==> src/rtl/memory_pkg.sv <==
// Shared defaults and word/address types for the memory block.
package memory_pkg;

   localparam int ADDR_W_DEF = 8;
   localparam int DATA_W_DEF = 8;
   localparam int DEPTH_DEF  = 2 ** ADDR_W_DEF;

   typedef logic [ADDR_W_DEF-1:0] addr_t;
   typedef logic [DATA_W_DEF-1:0] data_t;

endpackage

==> src/rtl/memory_mem_array.sv <==
// Storage array with a single synchronous write port and a combinational read of the same address.
// Every word is cleared asynchronously by rst.
module mem_array
   import memory_pkg::*;
#(
   parameter int ADDR_W = ADDR_W_DEF,
   parameter int DATA_W = DATA_W_DEF,
   parameter int DEPTH  = DEPTH_DEF
) (
   input  logic              clk,
   input  logic              rst,
   input  logic              wr_en,
   input  logic [ADDR_W-1:0] addr,
   input  logic [DATA_W-1:0] data,
   output logic [DATA_W-1:0] rd_word
);

   logic [DATA_W-1:0] mem_q [DEPTH];
   logic [DATA_W-1:0] mem_d [DEPTH];
   logic              addr_ok;

   // Addresses beyond DEPTH are dropped rather than aliased onto real words.
   assign addr_ok = (32'(addr) < DEPTH);

   always_comb begin
      mem_d = mem_q;
      if (wr_en && addr_ok) begin
         mem_d[addr] = data;
      end
   end

   assign rd_word = addr_ok ? mem_q[addr] : '0;

   always_ff @(posedge clk or posedge rst) begin
      if (rst) begin
         mem_q <= '{default: '0};
      end else begin
         mem_q <= mem_d;
      end
   end

endmodule

==> src/rtl/memory.sv <==
// Single-port memory with registered read data and a valid strobe.
// Define MEM_WR_FWD_EN for write-first forwarding on a same-edge read and write; default is read-first.
module memory
   import memory_pkg::*;
#(
   parameter int ADDR_W = ADDR_W_DEF,
   parameter int DATA_W = DATA_W_DEF,
   parameter int DEPTH  = DEPTH_DEF
) (
   input  logic              clk,
   input  logic              rst,
   input  logic              wr_en,
   input  logic [ADDR_W-1:0] addr,
   input  logic [DATA_W-1:0] data,
   input  logic              rd_en,
   output logic [DATA_W-1:0] rdata,
   output logic              rvalid
);

   logic [DATA_W-1:0] rd_word;
   logic [DATA_W-1:0] rdata_q, rdata_d;
   logic              rvalid_q, rvalid_d;

   mem_array #(
      .ADDR_W (ADDR_W),
      .DATA_W (DATA_W),
      .DEPTH  (DEPTH)
   ) u_mem_array (
      .clk     (clk),
      .rst     (rst),
      .wr_en   (wr_en),
      .addr    (addr),
      .data    (data),
      .rd_word (rd_word)
   );

   // Read and write share one address, so a simultaneous write is always to the word being read.
   always_comb begin
      rdata_d  = rdata_q;
      rvalid_d = rd_en;
      if (rd_en) begin
`ifdef MEM_WR_FWD_EN
         rdata_d = wr_en ? data : rd_word;
`else
         rdata_d = rd_word;
`endif
      end
   end

   always_ff @(posedge clk or posedge rst) begin
      if (rst) begin
         rdata_q  <= '0;
         rvalid_q <= 1'b0;
      end else begin
         rdata_q  <= rdata_d;
         rvalid_q <= rvalid_d;
      end
   end

   assign rdata  = rdata_q;
   assign rvalid = rvalid_q;

endmodule

==> config.mk <==
export PLATFORM = sky130hd
export DESIGN_NAME = memory
export DESIGN_NICKNAME = d
export VERILOG_FILES = /design/src/rtl/memory_pkg.sv /design/src/rtl/memory_mem_array.sv /design/src/rtl/memory.sv
export SDC_FILE = /design/constraint.sdc
export NUM_CORES = 2
export LEC_CHECK = 0
export BUFFER_PORTS_ARGS = -buffer_cell sky130_fd_sc_hd__buf_2
export CAP_MARGIN = 10
export CORE_AREA = 2 2 454 366
export CTS_CLUSTER_SIZE = 12
export DETAILED_ROUTE_END_ITERATION = 7
export DIE_AREA = 0 0 456 368
export PLACE_DENSITY_LB_ADDON = 0.05
export SLEW_MARGIN = 20
export SYNTH_ARGS = -nofsm -noshare
export SYNTH_HDL_FRONTEND = slang
export SYNTH_SLANG_ARGS = --single-unit
==> constraint.sdc <==
create_clock -name clk -period 65.9 [get_ports clk]
set_input_delay 13.18 -clock clk [delete_from_list [all_inputs] [get_ports clk]]
set_output_delay 13.18 -clock clk [all_outputs]
set_load 0.02 [all_outputs]
Word level (Yosys, flattened, before mapping)
Index checks and enable logic that the tools add are counted.
{ "word_totals": {"reg_bits": 2057, "in_bits": 20, "output_inout_bits": 9, "elab_cells": 268} }
{ "classes": {"magnitude_cmp": 2, "muxes": 6, "n_bitwise": 1, "n_reduce_logical": 1} }
{ "op_table": {"columns": ["operator", "count"], "rows": [
  ["bitwise mux 2048 bit", 1],
  ["binary-select mux 8 bit (select 8 bit)", 1],
  ["demux 8 bit (select 8 bit)", 1],
  ["two-way mux 8 bit", 3],
  ["greater-or-equal comparator 9 bit (second input constant)", 1],
  ["less-than comparator 9 x 1 -> 1 bit (second input constant)", 1],
  ["NOT 8 -> 9 bit", 1],
  ["logical AND 1 bit", 1]
]} }

Longest topological paths before layout
{ "depth": {"ltp_word": 6, "ltp_mapped": 13, "ltp_nobuf": 7} }

By module
A second synthesis with hierarchy kept.
{ "unflattened": {"cells_unflattened": 5854, "area_unflattened_um2": 93035.5} }
{ "modules_own_cells": {"columns": ["module", "n_inst", "cells_per_inst", "area_each_um2", "seq_area_each_um2"], "rows": [
  ["mem_array", 1, 5835, 92675.1, 51249.2],
  ["memory", 1, 19, 360.3, 225.2]
]} }

Worst setup path before layout
OpenSTA, ideal clock, no wires.
{ "synth_path": {"path_kind": "input -> register", "start": "input port addr[0]", "end": "register rdata_q[0], in the netlist rdata[0]", "setup_time_ps": 147, "t_arrival_ps": 15110, "required_ps": 65753, "setup_slack_ps": 50643, "cell_stages": 10, "path_buffers": 5, "path_cell_list": "buf_4 > buf_6 > buf_6 > buf_6 > buf_2 > mux2i_1 > a22oi_1 > a22o_1 > a2111oi_0 > o221ai_1"} }
{ "synth_between": {"elab_chain_len": 4} }
{ "synth_rtl": {"columns": ["element", "line", "text"], "rows": [
  ["start, declared", "memory.sv:13", "input logic [ADDR_W-1:0] addr,"],
  ["NOT 8 -> 9 bit (not written as such)", "memory_mem_array.sv:32", "assign rd_word = addr_ok ? mem_q[addr] : '0;"],
  ["binary-select mux 8 bit (select 8 bit)", "memory_mem_array.sv:32", null],
  ["two-way mux 8 bit (not written as such) (2 in a row)", "memory_mem_array.sv:32", null],
  ["end signal, assigned", "memory.sv:55", "rdata_q <= rdata_d;"],
  ["end, declared", "memory.sv:21", "logic [DATA_W-1:0] rdata_q, rdata_d;"]
]} }
Every way passes these cells. The select of a mux whose other input is x is not followed.
A chain may end at the register's enable or synchronous reset.

Worst setup path after layout
{ "layout_path": {"start": "input port addr[0]", "end": "register rdata_q[1], in the netlist rdata[1]"} }
The elaborated chain is that of the path after synthesis.

==> impl_metrics.env <==
export IMPL_holdWs_ns=0.498
export IMPL_viasPerCell=6.66
export IMPL_p_sw_frac=0.244
export IMPL_rsz0062_at_grt="false"
export IMPL_power_leakage_nw=48.4
export IMPL_dpl_hpwl_um=165000
export IMPL_nets=6046
export IMPL_fmax_mhz=57.3
export IMPL_die_y_um=368
export IMPL_cp_max_fo=63
export IMPL_worstPathCellList="buf_8 > buf_4 > buf_4 > mux4_2 > mux4_2 > mux2i_1 > o21ai_0 > o21ai_0 > o211ai_1"
export IMPL_min_from="u_mem_array.mem_q[104]"
export IMPL_die_area_um2=168000
export IMPL_insertion_delay_ns=0.83
export IMPL_p_int_mw=2.03
export IMPL_die_w_um=456
export IMPL_finalSetupViolations=0
export IMPL_slowest_stage="buf_4"
export IMPL_hold_path_class="reg -> reg"
export IMPL_syn_cell_area_um2=94100
export IMPL_routed_wl_um=266000
export IMPL_synth_edff_count=0
export IMPL_hold_path_depth=1
export IMPL_r2r_cells=6
export IMPL_drt_pass1_iter_count=7
export IMPL_cts_root_buffer="clkbuf_16"
export IMPL_postCtsSetupBuffers=0
export IMPL_synth_top_cells_by_area="dfrtp_1 (55%), mux2_2 (25%), mux4_2 (11%)"
export IMPL_post_cts_resized=0
export IMPL_power_frac_seq=0.504
export IMPL_ios=29
export IMPL_synth_top_cell_by_area="dfrtp_1"
export IMPL_synthDistinctLibCells=59
export IMPL_required_ns=66.54
export IMPL_startpoint_type="input port"
export IMPL_p_switching_mw=0.655
export IMPL_gp_congestion=0.825
export IMPL_synth_seq_cells=2057
export IMPL_tns_ns=0
export IMPL_crit_cells=9
export IMPL_rows=133
export IMPL_fin_cells=8323
export IMPL_clkSlewWorstSetupHoldPaths_ns=0.06
export IMPL_hold_path_end="u_mem_array.mem_q[104]"
export IMPL_cpLargestDelayFamily="buffers and inverters"
export IMPL_synth_top_area_frac=0.547
export IMPL_status="finished, final reports clean"
export IMPL_drv_slew=0
export IMPL_post_route_period_util=0.265
export IMPL_initial_core_util=0.576
export IMPL_final_layout_size_suffix_gt1_frac=0.504
export IMPL_r2r_setup_slack_ns=62.65
export IMPL_synth_seq_area_share=0.547
export IMPL_core_area_um2=163000
export IMPL_min_period_ns=17.45
export IMPL_ir_worst_vdd_v=0.0000278
export IMPL_via_count=55400
export IMPL_ys_async_sr_fraction=1.00
export IMPL_fin_skew_ns=0.0257
export IMPL_htree_levels=4
export IMPL_yosys_warnings=0
export IMPL_ys_flop_type="dfrtp_1"
export IMPL_comb_power_share=0.086
export IMPL_reg2reg_to="rdata[3]"
export IMPL_fill_cells=12200
export IMPL_cp_num_buf_inv=3
export IMPL_wire_per_inst_um=32.0
export IMPL_crit_path_max_incr_delay_ns=0.80
export IMPL_worst_pin_slew_ns=1.13
export IMPL_antenna_found_initial=7
export IMPL_grt_pass1_vias=57000
export IMPL_port_buffers=28
export IMPL_clock_power_share=0.410
export IMPL_place_inst=7981
export IMPL_synthesis_nets=6158
export IMPL_hold_viol_final=0
export IMPL_grt_pass1_wl_um=399000
export IMPL_grt_use_total=0.322
export IMPL_r2r_start="u_mem_array.mem_q[707]"
export IMPL_drv_cap=0
export IMPL_grt_ovfl_total=0
export IMPL_numCtsBuffers=203
export IMPL_antenna_left=0
export IMPL_clock_sinks=2057
export IMPL_crit_type="in -> reg"
export IMPL_grt_max_degree=171
export IMPL_powerDensity_nw_per_um2=26.3
export IMPL_startpoint="addr[0]"
export IMPL_slew_headroom=0.237
export IMPL_clock_path_buffers=3
export IMPL_holdBufCountCts=0
export IMPL_drcViolationCount=0
export IMPL_syn_area_per_cell_um2=15.3
export IMPL_area_delta_synth_final_pct=8.49
export IMPL_cp_end_kind="register"
export IMPL_syn_inst=6138
export IMPL_cts_tree="yes"
export IMPL_worstPathArrival_ns=18.08
export IMPL_drtIter0Drc=5199
[worst max path at each step]
stage / to
floorplan: rdata[0]
global placement: rdata[0]
detailed placement: rdata[1]
CTS: rdata[1]
global route: rdata[1]
finish: rdata[1]
[worst reg2reg max path: cells and delay by family (launching register included)]
| kind | cells | cell delay, ns |
|---|---|---|
| AOI/OAI and AO/OA | 2 | 0.70 |
| DFF | 1 | 0.40 |
| muxes | 2 | 1.00 |
| and+or+nand+nor | 2 | 1.00 |
[cells in the mapped netlist, types with 9 or more instances]
| cell | instances |
|---|---|
| o211ai_1 | 14 |
| nor3_1 | 14 |
| nor2_1 | 84 |
| mux2i_1 | 156 |
| nand2_1 | 328 |
| mux2_2 | 2070 |
| clkbuf_1 | 295 |
| a31oi_1 | 18 |
| dfrtp_1 | 2057 |
| buf_1 | 38 |
| buf_6 | 20 |
| nor2_2 | 111 |
| o22ai_1 | 23 |
| nor4_1 | 9 |
| buf_4 | 40 |
| o21ai_0 | 21 |
| a32oi_1 | 47 |
| buf_2 | 71 |
| a21oi_1 | 33 |
| mux4_2 | 475 |
| nand3_1 | 56 |
| a22o_1 | 9 |
| a22oi_1 | 21 |
| o221ai_1 | 15 |
| a221oi_1 | 11 |
| nand4_1 | 15 |
[final cells by class]
cell class / instances / area [um2] / area share
sequential: 2057 / 51500 / 0.504
multi-input combinational: 3608 / 40600 / 0.397
clock buffer: 315 / 5920 / 0.0579
tap: 2160 / 2700 / 0.0265
timing repair buffer: 148 / 1220 / 0.0119
clock inverter: 19 / 165 / 0.00162
inverter: 8 / 43.8 / 0.000429
antenna: 8 / 20.0 / 0.000196
[cell families (layout without fill, tap and decap cells)]
kind of cell	Yosys count	count (layout)	share of synthesized area
AOI/OAI and AO/OA	243	243	0.0189
buffers and inverters	473	490	0.0232
and+or+nand+nor	664	664	0.0331
DFF	2057	2057	0.547
other	0	8	0
muxes	2701	2701	0.378
[registers in the layout, indices dropped and copies added (netlist names)]
name,count
rdata,8
rvalid,1
u_mem_array.mem_q,2048
[power groups by stage]
| stage | clock network (mW) | logic, mW | registers (mW) |
|---|---|---|---|
| finish | 1.10 | 0.230 | 1.35 |
| global route | 1.17 | 0.246 | 1.36 |
| CTS | 1.12 | 0.231 | 1.35 |
| detailed placement | 0 | 0.231 | 1.38 |
| global placement | 0 | 0.226 | 1.37 |
| floorplan | 0 | 0.163 | 1.38 |
[metal layers]
layer	wire length, um	track usage
met1	121000	0.488
met2	119000	0.475
met3	18500	0.0648
met4	7970	0.0931
met5	60	0
[metrics by stage]
step           power [mW]  area, um2  setup slack, ns   util
6_report             2.69     102000            48.45  0.625
5_1_grt              2.78     102000            48.24  0.625
4_1_cts              2.70     102000            48.47  0.625
3_5_place_dp         1.61      96000            47.62  0.588
3_3_place_gp         1.60      96000            47.47  0.588
2_1_floorplan        1.54      94100            24.16      -
[layout by cell type (no fill, tap or decap), types with 4 or more instances in the layout]
cell type / synthesis / routed
nand4_1: 15 / 15
nor4_1: 9 / 8
inv_6: 0 / 8
o21ai_0: 21 / 21
dfrtp_1: 2057 / 2057
nor2_1: 84 / 80
a211oi_1: 7 / 7
a21oi_1: 33 / 33
mux2_2: 2070 / 2070
buf_12: 1 / 6
a22o_1: 9 / 9
and3_1: 4 / 4
mux2i_1: 156 / 156
clkbuf_8: 0 / 41
and2_2: 0 / 4
nor2_2: 111 / 112
a32oi_1: 47 / 47
clkbuf_16: 0 / 207
o211ai_1: 14 / 14
o22ai_1: 23 / 23
buf_4: 40 / 115
nand2_1: 328 / 322
mux4_2: 475 / 475
nor3_2: 4 / 4
o221ai_1: 15 / 15
diode_2: 0 / 8
nor3_1: 14 / 12
a221oi_1: 11 / 11
nand2b_1: 5 / 4
clkbuf_1: 295 / 75
nand2_2: 3 / 9
a22oi_1: 21 / 21
a31oi_1: 18 / 18
clkinv_2: 0 / 10
nor2_4: 2 / 5
inv_1: 5 / 4
buf_2: 71 / 16
nand3_1: 56 / 56
(Power assumes the default switching activity.)
